`src/rtl/hazard_unit_if.sv`:
```
// ---------------------------------------------------------------------------
// hazard_unit_if : pipeline hazard controller signal bundle
// Rev 1.0
// ---------------------------------------------------------------------------
`default_nettype none

interface hazard_unit_if #(
    parameter int CNT_W = 16
);
    logic [4:0]       id_rs;
    logic [4:0]       id_rt;
    logic             id_uses_rt;
    logic             ex_mem_read;
    logic [4:0]       ex_rt;
    logic             mem_branch_taken;
    logic             mem_access;
    logic             dmem_ready;

    logic             pc_enable;
    logic             if_id_enable;
    logic             if_id_flush;
    logic             id_ex_enable;
    logic             id_ex_flush;
    logic             ex_mem_enable;
    logic             ex_mem_flush;
    logic             mem_wb_flush;
    logic             mem_timeout;
    logic [CNT_W-1:0] stall_cycles;
    logic [CNT_W-1:0] flush_events;

    modport master (
        output id_rs, id_rt, id_uses_rt, ex_mem_read, ex_rt,
               mem_branch_taken, mem_access, dmem_ready,
        input  pc_enable, if_id_enable, if_id_flush, id_ex_enable, id_ex_flush,
               ex_mem_enable, ex_mem_flush, mem_wb_flush, mem_timeout,
               stall_cycles, flush_events
    );

    modport slave (
        input  id_rs, id_rt, id_uses_rt, ex_mem_read, ex_rt,
               mem_branch_taken, mem_access, dmem_ready,
        output pc_enable, if_id_enable, if_id_flush, id_ex_enable, id_ex_flush,
               ex_mem_enable, ex_mem_flush, mem_wb_flush, mem_timeout,
               stall_cycles, flush_events
    );
endinterface

`default_nettype wire

```
`src/rtl/hazard_unit.sv`:
```
// ---------------------------------------------------------------------------
// hazard_unit : load-use / branch-flush / memory-wait pipeline controller
// Rev 1.0
// ---------------------------------------------------------------------------
`default_nettype none

module hazard_unit #(
    parameter int MEM_TIMEOUT = 16,
    parameter int CNT_W       = 16
) (
    input  wire logic    clk,
    input  wire logic    reset,
    hazard_unit_if.slave hz
);
    localparam int WC_W = $clog2(MEM_TIMEOUT + 1);
    localparam logic [WC_W-1:0] c_WAIT_MAX  = WC_W'(MEM_TIMEOUT);
    localparam logic [WC_W-1:0] c_WAIT_LAST = WC_W'(MEM_TIMEOUT - 1);

    typedef enum logic [0:0] {
        ST_RUN      = 1'b0,
        ST_MEM_WAIT = 1'b1
    } state_t;

    state_t            r_state;
    state_t            w_state_nxt;
    logic [WC_W-1:0]   r_wait_cnt;
    logic              r_timeout;
    logic [CNT_W-1:0]  r_stall_cnt;
    logic [CNT_W-1:0]  r_flush_cnt;

    logic w_mem_stall;
    logic w_br_flush;
    logic w_lu_raw;
    logic w_lu_stall;

    // Priority resolution: memory stall > branch flush > load-use
    always_comb begin
        w_mem_stall = hz.mem_access & ~hz.dmem_ready;
        w_lu_raw    = hz.ex_mem_read & (hz.ex_rt != 5'd0) &
                      ((hz.ex_rt == hz.id_rs) | (hz.id_uses_rt & (hz.ex_rt == hz.id_rt)));
        w_br_flush  = ~w_mem_stall & hz.mem_branch_taken;
        w_lu_stall  = ~w_mem_stall & ~hz.mem_branch_taken & w_lu_raw;
    end

    always_comb begin
        hz.pc_enable     = 1'b1;
        hz.if_id_enable  = 1'b1;
        hz.if_id_flush   = 1'b0;
        hz.id_ex_enable  = 1'b1;
        hz.id_ex_flush   = 1'b0;
        hz.ex_mem_enable = 1'b1;
        hz.ex_mem_flush  = 1'b0;
        hz.mem_wb_flush  = 1'b0;
        if (!reset) begin
            if (w_mem_stall) begin
                hz.pc_enable     = 1'b0;
                hz.if_id_enable  = 1'b0;
                hz.id_ex_enable  = 1'b0;
                hz.ex_mem_enable = 1'b0;
                hz.mem_wb_flush  = 1'b1;
            end else if (w_br_flush) begin
                hz.if_id_flush   = 1'b1;
                hz.id_ex_flush   = 1'b1;
                hz.ex_mem_flush  = 1'b1;
            end else if (w_lu_stall) begin
                hz.pc_enable     = 1'b0;
                hz.if_id_enable  = 1'b0;
                hz.id_ex_flush   = 1'b1;
            end
        end
    end

    always_comb begin
        w_state_nxt = r_state;
        case (r_state)
            ST_RUN:      if (w_mem_stall) w_state_nxt = ST_MEM_WAIT;
            ST_MEM_WAIT: if (hz.dmem_ready || !hz.mem_access) w_state_nxt = ST_RUN;
            default:     w_state_nxt = ST_RUN;
        endcase
    end

    always_ff @(posedge clk) begin
        if (reset) begin
            r_state     <= ST_RUN;
            r_wait_cnt  <= '0;
            r_timeout   <= 1'b0;
            r_stall_cnt <= '0;
            r_flush_cnt <= '0;
        end else begin
            r_state <= w_state_nxt;
            if (w_mem_stall) begin
                if (r_wait_cnt != c_WAIT_MAX) r_wait_cnt <= r_wait_cnt + WC_W'(1);
                if (r_wait_cnt == c_WAIT_LAST) r_timeout <= 1'b1;
            end else if (r_state == ST_MEM_WAIT) begin
                r_wait_cnt <= '0;
            end
            if ((w_mem_stall || w_lu_stall) && (r_stall_cnt != '1))
                r_stall_cnt <= r_stall_cnt + CNT_W'(1);
            if (w_br_flush && (r_flush_cnt != '1))
                r_flush_cnt <= r_flush_cnt + CNT_W'(1);
        end
    end

    assign hz.mem_timeout  = r_timeout;
    assign hz.stall_cycles = r_stall_cnt;
    assign hz.flush_events = r_flush_cnt;

endmodule

`default_nettype wire
```
`src/flat_wrapper.sv`:
```
// flat-port wrapper written by rule: the top's interface ports become plain ports
module hazard_unit_flat 
#(
    parameter int MEM_TIMEOUT = 16,
    parameter int CNT_W       = 16
)
  (clk, reset, hz_id_rs, hz_id_rt, hz_id_uses_rt, hz_ex_mem_read, hz_ex_rt, hz_mem_branch_taken, hz_mem_access, hz_dmem_ready, hz_pc_enable, hz_if_id_enable, hz_if_id_flush, hz_id_ex_enable, hz_id_ex_flush, hz_ex_mem_enable, hz_ex_mem_flush, hz_mem_wb_flush, hz_mem_timeout, hz_stall_cycles, hz_flush_events);
  hazard_unit_if #(.CNT_W(CNT_W)) hz_i ();
  input  wire logic clk;
  input  wire logic reset;
  input wire logic [$bits(hz_i.id_rs)-1:0] hz_id_rs;
  input wire logic [$bits(hz_i.id_rt)-1:0] hz_id_rt;
  input wire logic [$bits(hz_i.id_uses_rt)-1:0] hz_id_uses_rt;
  input wire logic [$bits(hz_i.ex_mem_read)-1:0] hz_ex_mem_read;
  input wire logic [$bits(hz_i.ex_rt)-1:0] hz_ex_rt;
  input wire logic [$bits(hz_i.mem_branch_taken)-1:0] hz_mem_branch_taken;
  input wire logic [$bits(hz_i.mem_access)-1:0] hz_mem_access;
  input wire logic [$bits(hz_i.dmem_ready)-1:0] hz_dmem_ready;
  output wire logic [$bits(hz_i.pc_enable)-1:0] hz_pc_enable;
  output wire logic [$bits(hz_i.if_id_enable)-1:0] hz_if_id_enable;
  output wire logic [$bits(hz_i.if_id_flush)-1:0] hz_if_id_flush;
  output wire logic [$bits(hz_i.id_ex_enable)-1:0] hz_id_ex_enable;
  output wire logic [$bits(hz_i.id_ex_flush)-1:0] hz_id_ex_flush;
  output wire logic [$bits(hz_i.ex_mem_enable)-1:0] hz_ex_mem_enable;
  output wire logic [$bits(hz_i.ex_mem_flush)-1:0] hz_ex_mem_flush;
  output wire logic [$bits(hz_i.mem_wb_flush)-1:0] hz_mem_wb_flush;
  output wire logic [$bits(hz_i.mem_timeout)-1:0] hz_mem_timeout;
  output wire logic [$bits(hz_i.stall_cycles)-1:0] hz_stall_cycles;
  output wire logic [$bits(hz_i.flush_events)-1:0] hz_flush_events;
  assign hz_i.id_rs = hz_id_rs;
  assign hz_i.id_rt = hz_id_rt;
  assign hz_i.id_uses_rt = hz_id_uses_rt;
  assign hz_i.ex_mem_read = hz_ex_mem_read;
  assign hz_i.ex_rt = hz_ex_rt;
  assign hz_i.mem_branch_taken = hz_mem_branch_taken;
  assign hz_i.mem_access = hz_mem_access;
  assign hz_i.dmem_ready = hz_dmem_ready;
  assign hz_pc_enable = hz_i.pc_enable;
  assign hz_if_id_enable = hz_i.if_id_enable;
  assign hz_if_id_flush = hz_i.if_id_flush;
  assign hz_id_ex_enable = hz_i.id_ex_enable;
  assign hz_id_ex_flush = hz_i.id_ex_flush;
  assign hz_ex_mem_enable = hz_i.ex_mem_enable;
  assign hz_ex_mem_flush = hz_i.ex_mem_flush;
  assign hz_mem_wb_flush = hz_i.mem_wb_flush;
  assign hz_mem_timeout = hz_i.mem_timeout;
  assign hz_stall_cycles = hz_i.stall_cycles;
  assign hz_flush_events = hz_i.flush_events;
  hazard_unit #(.MEM_TIMEOUT(MEM_TIMEOUT), .CNT_W(CNT_W)) u_core (.clk(clk), .reset(reset), .hz(hz_i));
endmodule
```
`config.mk`:
```
export PLATFORM = sky130hd
export DESIGN_NAME = hazard_unit_flat
export DESIGN_NICKNAME = d
export VERILOG_FILES = /design/src/rtl/hazard_unit_if.sv /design/src/rtl/hazard_unit.sv /design/src/flat_wrapper.sv
export SDC_FILE = /design/constraint.sdc
export NUM_CORES = 1
export LEC_CHECK = 0
export ABC_AREA = 1
export CORE_UTILIZATION = 50
export DETAILED_ROUTE_END_ITERATION = 7
export DONT_BUFFER_PORTS = 1
export GPL_ROUTABILITY_DRIVEN = 0
export PLACE_DENSITY = 0.68
export SLEW_MARGIN = 15
export SYNTH_ARGS = -nofsm -noshare
export SYNTH_HDL_FRONTEND = slang
export SYNTH_SLANG_ARGS = --single-unit
```
`constraint.sdc`:
```
create_clock -name clk -period 4.7 [get_ports clk]
set_input_delay 0.235 -clock clk [delete_from_list [all_inputs] [get_ports clk]]
set_output_delay 0.235 -clock clk [all_outputs]
set_load 0.005 [all_outputs]
```
==> impl_results.md, run 1 <==
* Initial antenna violation count at 0
* Detailed-route via count at 2218
* DP Worst Slack at 2850 ps
* Die Area at 0.00515 mm2
* Post-Syn Area at 0.00243 mm2
* Die Ht at 71.7 um
* Critical Path End Type: flop
* Vias/cell at 5.22
* I/O pins at 63
* Post-synth top area share at 32.1%
* DRC at 0
* Yosys cell types at 35
* Final-report hold violation count at 0
* GRT Overall Usage at 21.3%
* Final WS setup at 2840 ps
* Yosys top cell by area: dfxtp_1
* Largest cells by area after synthesis: dfxtp_1 32%, nand2_1 14%, nor2_1 8.5%
* Final clock skew at 7.21 ps
* Htree depth at 2
* Die width at 71.7 um
* VDD IR max at 212 uV
* Initial drt markers at 61
* Post-Layout Inst Area at 0.00251 mm2
* Fin. max-slew vios at 0
* Layout cells sized above 1 at 10.2%
* Setup TNS at 0 ps
* Initial core utilization at 51.8%
* Clk sinks at 39
* Final #Nets at 397
* Status: complete, no violations
* Tcrit/Tclk final at 39.7%
* Max-cap viol count at 0
* Post-synth net total at 400
* Vias in the first global route at 2020
* Final Setup Violations at 0
* Pin count of the biggest net entering global routing at 32
* Mapped Cells at 373
* Seq/Total Area, Yosys at 32.1%
* YS warnings at 0
* Avg Synthesized Cell Area at 6.52 um2
* Drt pass-1 iters at 4
* Crit Path Max Fanout at 16
* Worst Path Arrival at 2040 ps
* P per Cell Area at 244 mW/mm2
* Worst slew pin tran at 894 ps
* Syn-to-layout area delta at 3.19%
* Fin crit period at 1860 ps
* Core Area at 0.00469 mm2
* Row count at 25
* Wire per inst at 12.2 um
* Tot Pwr at 0.612 mW
* Root buffer cell: clkbuf_8
* Gr ovfl total at 0
* First-pass GRT wire length at 8.89 mm
* Placed Instance Area at 0.00240 mm2
* Static Leak at 1.05 nW
* RSZ-0062 raised after global routing: false
* Clock latency on the worst-skew pair at 290 ps
* TritonCTS clock tree: yes
* #FFs+latches synth at 39
* WL final at 5.18 mm
* Type of the tightest min-delay check: input pin to flop
* Post-DP HPWL at 3.77 mm
* CTS clk-pin slew, worst paths at 80 ps
* Routed Antenna Nets at 0
* Total CTS buffers at 5
* Achievable Freq at 536 MHz
* CTS max path bufs at 2
* Critical path required time at 4870 ps
* PortBufs at 0
* Slew headroom at 40.4%
* WS Path Type: flop to flop
* N_diodes at 0
* Startpoint types: flop
report_power, final:
part	total [mW]	internal (mW)	switching, mW
combinational	0.0527	0.0181	0.0345
clock	0.218	0.102	0.117
sequential	0.341	0.335	0.00624
worst max-delay path, cell delays in order (launching register included):
cell and delay, ps:
dfxtp_1 420, ha_1 190, nand2_1 50, inv_1 80
nand2_1 80, nor2_1 200, nand3_1 110, nand2_2 250
nor2_1 130, o21ai_0 170, a21oi_1 60
metrics by stage:
step           hold slack (ps)  utilization [%]  instances
3_3_place_gp               308             51.3        415
3_5_place_dp               308             51.3        415
2_1_floorplan              313                -        373
5_1_grt                   6.71             53.5        425
6_report                  12.6             53.5        425
4_1_cts                  0.724             53.3        424
what timing repair did:
action / CTS / global route
endpoints found under the setup margin: 0 / 0
gates resized for setup: 0 / 0
hold buffers: 1 / 1
setup buffers: 0 / 0
hold endpoints to repair: 4 / 2
registers in the layout, summed over array words and instances, names as in the netlist:
register / cells
u_core.hz.flush_events: 16
u_core.hz.stall_cycles: 16
u_core.r_wait_cnt: 5
u_core.hz.mem_timeout: 1
u_core.r_state: 1
logic make-up (layout without fill, tap and decap cells):
| logic type | after synthesis | after routing | share of synthesized area, % |
|---|---|---|---|
| buffers and inverters | 63 | 61 | 11.9 |
| XOR/XNOR | 8 | 8 | 2.88 |
| flip-flops | 39 | 39 | 32.1 |
| AND/OR/NAND/NOR | 216 | 216 | 41.5 |
| AO/OA/AOI/OAI | 42 | 42 | 8.96 |
| adder cells (fa/ha/maj) | 5 | 5 | 2.57 |
metal layers:
metal | vias to the layer above | track usage [%] | wire, um
met5 | - | 0 | 0
met4 | 0 | 8.71 | 99
met3 | 10 | 7.03 | 341
met2 | 61 | 35.4 | 2460
met1 | 973 | 25.1 | 2290
li1 | 1174 | - | -
placed cells by master (no fill, tap or decap), drive strengths merged:
cell / Yosys / routed
nand2: 98 / 98
xnor2: 2 / 2
nor2: 61 / 61
o21ai: 10 / 10
dfxtp: 39 / 39
dlygate4sd3: 0 / 2
a21oi: 29 / 29
xor2: 6 / 6
nor3b: 1 / 1
or2: 1 / 1
nand3b: 1 / 1
nand3: 33 / 33
nand4: 7 / 7
nor4: 1 / 1
inv: 50 / 50
a22o: 1 / 1
clkinv: 1 / 4
o22ai: 1 / 1
a211oi: 1 / 1
nor3: 13 / 13
ha: 5 / 5
clkbuf: 3 / 5
cells in the mapped netlist, drive strengths merged:
cell	n
a211oi	1
a21oi	29
a22o	1
buf	9
clkbuf	3
clkinv	1
dfxtp	39
ha	5
inv	50
nand2	98
nand3	33
nand3b	1
nand4	7
nor2	61
nor3	13
nor3b	1
nor4	1
o21ai	10
o22ai	1
or2	1
xnor2	2
xor2	6
final timing paths:
path                                                 from                         to  slack, ps  depth (start not counted)
worst max-delay path            u_core.hz.flush_events[0]  u_core.hz.flush_events[6]       2840                         10
worst min-delay path                                reset  u_core.hz.flush_events[8]         10                          1
worst max register to register  u_core.hz.flush_events[0]  u_core.hz.flush_events[6]       2840                         10
worst min register to register       u_core.r_wait_cnt[0]       u_core.r_wait_cnt[0]        500                          1
area by class of cell:
type / instances / area (um2)
Timing Repair Buffer: 2 / 20.0
Multi-Input combinational cell: 271 / 1360
Fill cell: 466 / 2180
Clock buffer: 5 / 68.8
Inverter: 51 / 196
Tap cell: 54 / 67.6
Clock inverter: 3 / 15.0
Sequential cell: 39 / 781
No activity file was read; power rests on OpenSTA's default activity.
==> inputs of run 2 (changes only) <==
Clock period 4.7 ns to 1.9 ns, I/O delays scaled along.
==> impl_results.md, run 2 (synthesis results as in run 1) <==
* P per Cell Area at 606 mW/mm2 (+150%)
* TritonCTS clock tree: yes
* Type of the tightest min-delay check: input pin to flop
* Die width at 71.7 um (unchanged)
* Routed Antenna Nets at 0 (unchanged)
* Cell depth of the worst flop-to-flop path at 12 (+2)
* Total CTS buffers at 5 (unchanged)
* Worst Hold Path Cells at 2 (+1)
* Initial core utilization at 51.8% (unchanged)
* Gr ovfl total at 0 (unchanged)
* Die Ht at 71.7 um (unchanged)
* CTS clk-pin slew, worst paths at 70 ps (about the same)
* CP max stage cell: dfxtp_1
* Layout cells sized above 1 at 13.6% (+3.3 points)
* Final Setup Violations at 0 (unchanged)
* Clock latency on the worst-skew pair at 290 ps (about the same)
* Die Area at 0.00515 mm2 (unchanged)
* Syn-to-layout area delta at 8.03%
* Vias in the first global route at 2040 (+0.99%)
* Final clock skew at 6.02 ps (-1.19 ps)
* Htree depth at 2 (unchanged)
* WL final at 5.15 mm (-0.58%)
* Final #Nets at 409 (+3.0%)
* Max-cap viol count at 0 (unchanged)
* GRT Overall Usage at 21.6% (+0.33 points)
* CP delay by family, top: simple AND/OR/NAND/NOR gates
* First-pass GRT wire length at 8.84 mm (-0.55%)
* CP peak stage delay at 400 ps (-20 ps)
* Post-DP HPWL at 3.83 mm (+1.7%)
* DRC at 0 (unchanged)
* Static Leak at 1.13 nW (+8.1%)
* CP Depth at 12 (+2)
* Crit-path cells: ha_1, nand2_1, nor2_4, nand2_4, nor2_4, nand2_4, nand3_1, nor2_1, nand2_1, nand2_1, nand2_1, nor2_1
* Core Area at 0.00469 mm2 (unchanged)
* Origin of the critical flop-to-flop path: u_core.hz.stall_cycles[1]
* Achievable Freq at 590 MHz (+10%)
* Status: complete, no violations
* Reg2reg setup slack at 210 ps (-2630 ps)
* Startpoint types: flop
* CP Capture Point: u_core.hz.stall_cycles[10]
* Crit Path Max Fanout at 11 (-5)
* PortBufs at 0 (unchanged)
* Most common cell after layout, fill and taps aside: nand2_1
* Drt pass-1 iters at 4 (unchanged)
* Final WS setup at 205 ps (-2630 ps)
* Vias/cell at 5.16 (-1.1%)
* WS Path Type: flop to flop
* Initial drt markers at 128 (+110%)
* Worst Path Arrival at 1880 ps (-160 ps)
* Final core utilization at 56.0% (+2.5 points)
* Clk sinks at 39 (unchanged)
* DP Worst Slack at 124 ps (-2730 ps)
* N_diodes at 0 (unchanged)
* Pin count of the biggest net entering global routing at 32 (unchanged)
* VDD IR max at 440 uV (+110%)
* Fin. max-slew vios at 0 (unchanged)
* Most frequent cells in the layout: 91 x nand2_1, 54 x nor2_1, 44 x inv_1
* Tcrit/Tclk final at 89.2% (+50 points)
* Top cell by count, worst path: nand2_1
* Slew headroom at 62.5% (+22 points)
* I/O pins at 63 (unchanged)
* Critical Path End Type: flop
* Critical path required time at 2080 ps (-2790 ps)
* Fin crit period at 1690 ps (-170 ps)
* Final-report hold violation count at 0 (unchanged)
* Detailed-route via count at 2255 (+1.7%)
* Root buffer cell: clkbuf_8
* RSZ-0062 raised after global routing: false
* Initial antenna violation count at 0 (unchanged)
* Worst slew pin tran at 561 ps (-332 ps)
* Crit path from: u_core.hz.stall_cycles[1]
* Setup TNS at 0 ps (unchanged)
* Wire per inst at 11.8 um (-3.3%)
* Row count at 25 (unchanged)
* CTS max path bufs at 2 (unchanged)
* Worst R2R End: u_core.hz.stall_cycles[10]
* WP buf/inv at 0 (-1)
## run 2: cell count changes in the layout (fill, tap and decap cells not counted), sizes merged
cell,previous run,this run
buf,0,13
clkbuf,5,8
clkinv,4,1
dlygate4sd3,2,1
## run 2: worst min-delay path by stage
stage | start | endpoint | slack [ps]
floorplan | reset | u_core.hz.flush_events[12] | 170
global placement | reset | u_core.hz.flush_events[14] | 170
CTS | reset | u_core.r_wait_cnt[4] | 30
global route | reset | u_core.r_wait_cnt[1] | 40
finish | reset | u_core.r_wait_cnt[1] | 30
detailed placement | reset | u_core.hz.flush_events[1] | 170
## run 2: repair_timing
| item | 4_1_cts | 5_1_grt |
|---|---|---|
| gates resized for setup | 0 | 4 |
| endpoints found under the setup margin | 0 | 12 |
| setup buffers | 0 | 2 |
| hold endpoints to repair | 9 | 0 |
| hold buffers | 1 | 0 |
## run 2: metrics by stage
stage / std cells / power [mW] / hold WS [ps] / cell area, um2
2_1_floorplan: 373 / 0.981 / 173 / 2430
3_3_place_gp: 426 / 0.992 / 168 / 2490
5_1_grt: 437 / 1.68 / 38.1 / 2630
4_1_cts: 435 / 1.61 / 28.1 / 2600
3_5_place_dp: 426 / 0.994 / 170 / 2490
6_report: 437 / 1.59 / 33.7 / 2630
## run 2: area by class of cell
| cell class | count | area, um2 |
|---|---|---|
| Timing Repair Buffer | 14 | 108 |
| Tap cell | 54 | 67.6 |
| Sequential cell | 39 | 782 |
| Multi-Input combinational cell | 271 | 1370 |
| Clock buffer | 8 | 100 |
| Inverter | 51 | 196 |
| Fill cell | 473 | 2070 |
## run 2: report_power, final
part	switching [mW]	internal, mW
registers	0.0120	0.830
logic	0.0896	0.0522
clock network	0.276	0.331
total	0.378	1.21
## run 2: routing by layer
metal  up-vias  part of all wire, %  routed length [um]  track usage, %
li1       1200                    -                   -               -
met1       992                   46                2350            25.9
met2        59                   47                2450            36.3
met5         -                    0                   0               0
met4         0                 0.87                  45            9.15
met3         4                  6.0                 309            5.91
## run 2: worst register-to-register path, delay by kind of cell (launching register included)
kind,cells,cell delay (ps)
adders and majority gates,1,210
DFF,1,400
and+or+nand+nor,11,970
==> inputs of run 3 (changes only) <==
Settings changed: CORE_UTILIZATION 50 to 60, PLACE_DENSITY 0.68 to 0.79.
==> impl_results.md, run 3 (synthesis results as in run 1) <==
* Status: complete, no violations
* Clock latency on the worst-skew pair at 290 ps (about the same)
* Critical path required time at 2090 ps (about the same)
* Layout cells sized above 1 at 13.3% (-0.26 points)
* Worst Hold End: u_core.r_wait_cnt[1]
* Total CTS buffers at 5 (unchanged)
* Final Setup Violations at 0 (unchanged)
* P per Cell Area at 678 mW/mm2 (+12%)
* Tot Pwr at 1.80 mW (+13%)
* Syn-to-layout area delta at 9.01%
* Vias in the first global route at 2112 (+3.5%)
* Type of the tightest min-delay check: input pin to flop
* # placed instances at 422 (-0.94%)
* CTS max path bufs at 2 (unchanged)
* Clk sinks at 39 (unchanged)
* WL final at 5.10 mm (-1.1%)
* Post-Layout Inst Area at 0.00265 mm2 (+0.91%)
* Die width at 65.7 um (-8.5%)
* Drt pass-1 iters at 4 (unchanged)
* Worst Path Arrival at 1880 ps (about the same)
* Startpoint types: flop
* I/O pins at 63 (unchanged)
* Final clock skew at 7.65 ps (+1.62 ps)
* Setup TNS at 0 ps (unchanged)
* Wire per inst at 11.8 um (+0.31%)
* Origin of the critical flop-to-flop path: u_core.hz.stall_cycles[0]
* Initial drt markers at 166 (+30%)
* TritonCTS clock tree: yes
* Detailed-route via count at 2295 (+1.8%)
* PortBufs at 0 (unchanged)
* Slew headroom at 62.7% (+0.23 points)
* Fin crit period at 1690 ps (-2.29 ps)
* Routed Antenna Nets at 0 (unchanged)
* Crit Path Max Fanout at 11 (unchanged)
* Die Area at 0.00431 mm2 (-16%)
* Final-report hold violation count at 0 (unchanged)
* Reg2reg setup slack at 210 ps (about the same)
* # Post-CTS Setup Buffers at 0 (unchanged)
* Initial core utilization at 64.5% (+13 points)
* RSZ-0062 raised after global routing: false
* Final #Nets at 409 (unchanged)
* N_diodes at 0 (unchanged)
* DRC at 0 (unchanged)
* Most common cell after layout, fill and taps aside: nand2_1
* Final non-filler cell total at 431 (-1.4%)
* Core Area at 0.00377 mm2 (-20%)
* WS Path Type: flop to flop
* Worst Hold Path Cells at 2 (unchanged)
* Htree depth at 2 (unchanged)
* Critical Path End Type: flop
* Max-cap viol count at 0 (unchanged)
* Worst R2R End: u_core.hz.stall_cycles[10]
* Initial antenna violation count at 0 (unchanged)
* GRT Overall Usage at 25.9% (+4.3 points)
* CTS clk-pin slew, worst paths at 80 ps (about the same)
* Pin count of the biggest net entering global routing at 32 (unchanged)
* Worst slew pin tran at 558 ps (-3.45 ps)
* Achievable Freq at 591 MHz (+0.14%)
* HP Start: reset
* Hold Slack at 33.8 ps (+0.137 ps)
* VDD IR max at 541 uV (+23%)
* Cell depth of the worst flop-to-flop path at 12 (unchanged)
* Tcrit/Tclk final at 89.1% (-0.12 points)
* Fin. max-slew vios at 0 (unchanged)
* First-pass GRT wire length at 8.78 mm (-0.70%)
* Root buffer cell: clkbuf_8
* Placed Instance Area at 0.00249 mm2 (+0.30%)
* Die Ht at 65.7 um (-8.5%)
* Row count at 22 (-12%)
* Vias/cell at 5.32 (+3.2%)
* Most frequent cells in the layout: 91 x nand2_1, 54 x nor2_1, 44 x inv_1
* Static Leak at 1.15 nW (+1.3%)
* Gr ovfl total at 0 (unchanged)
* Post-DP HPWL at 3.76 mm (-1.9%)
==> run 3: changes by cell type in the layout (fill, tap and decap cells not counted) <==
| cell | change |
|---|---|
| dfxtp_1 | +1 |
| clkbuf_8 | -2 |
| dfxtp_2 | -1 |
| bufinv_16 | +2 |
==> run 3: how the worst max path moves through the flow <==
stage	depth (start not counted)	endpoint	from	slack, ps
CTS	10	u_core.hz.flush_events[3]	u_core.hz.flush_events[0]	100
global placement	10	u_core.hz.flush_events[3]	u_core.hz.flush_events[0]	130
global route	12	u_core.hz.stall_cycles[10]	u_core.hz.stall_cycles[0]	40
floorplan	10	u_core.hz.flush_events[0]	u_core.hz.flush_events[0]	350
detailed placement	10	u_core.hz.flush_events[3]	u_core.hz.flush_events[0]	130
finish	12	u_core.hz.stall_cycles[10]	u_core.hz.stall_cycles[0]	210
==> run 3: routing by layer <==
metal / vias up / GRT usage, % / routed length [um]
met5: - / 0 / 0
met4: 0 / 7.61 / 41
met3: 4 / 7.99 / 261
met2: 50 / 44.6 / 2570
met1: 1036 / 30.3 / 2230
li1: 1205 / - / -
==> run 3: where the power goes <==
group	internal [mW]	leakage [nW]	switching, mW	total, mW
clock	0.525	0.0654	0.292	0.817
combinational	0.0494	0.765	0.0891	0.139
sequential	0.829	0.315	0.0118	0.841
total	1.40	1.15	0.392	1.80
==> run 3: worst max-delay path, cell delays in order (launching register included) <==
cell and delay (ps):
dfxtp_1 420, ha_1 210, nand2_1 90, nor2_4 150, nand2_4 80, nor2_4 120
nand2_4 130, nand3_1 120, nor2_1 40, nand2_1 70, nand2_1 60, nand2_1 50
nor2_1 40
==> run 3: final cells by class <==
| type | instances | area [um2] |
|---|---|---|
| sequential | 39 | 781 |
| tap | 48 | 60.1 |
| clock buffer | 6 | 72.6 |
| inverter | 51 | 196 |
| clock inverter | 2 | 60.1 |
| multi-input combinational | 271 | 1370 |
| timing repair buffer | 14 | 108 |
| fill | 357 | 1120 |
==> run 3: stage by stage <==
step                util (%)  worst slack (ps)
finish                  70.3               208
global route            70.3              42.0
CTS                     69.9              99.8
detailed placement      66.2               131
global placement        66.2               128
floorplan                  -               346
==> run 3: timing repair <==
action                                  in CTS  in global routing
endpoints found under the setup margin       0                 17
resized for setup                            0                  3
endpoints found under the hold margin        9                  0
hold buffers                                 1                  0
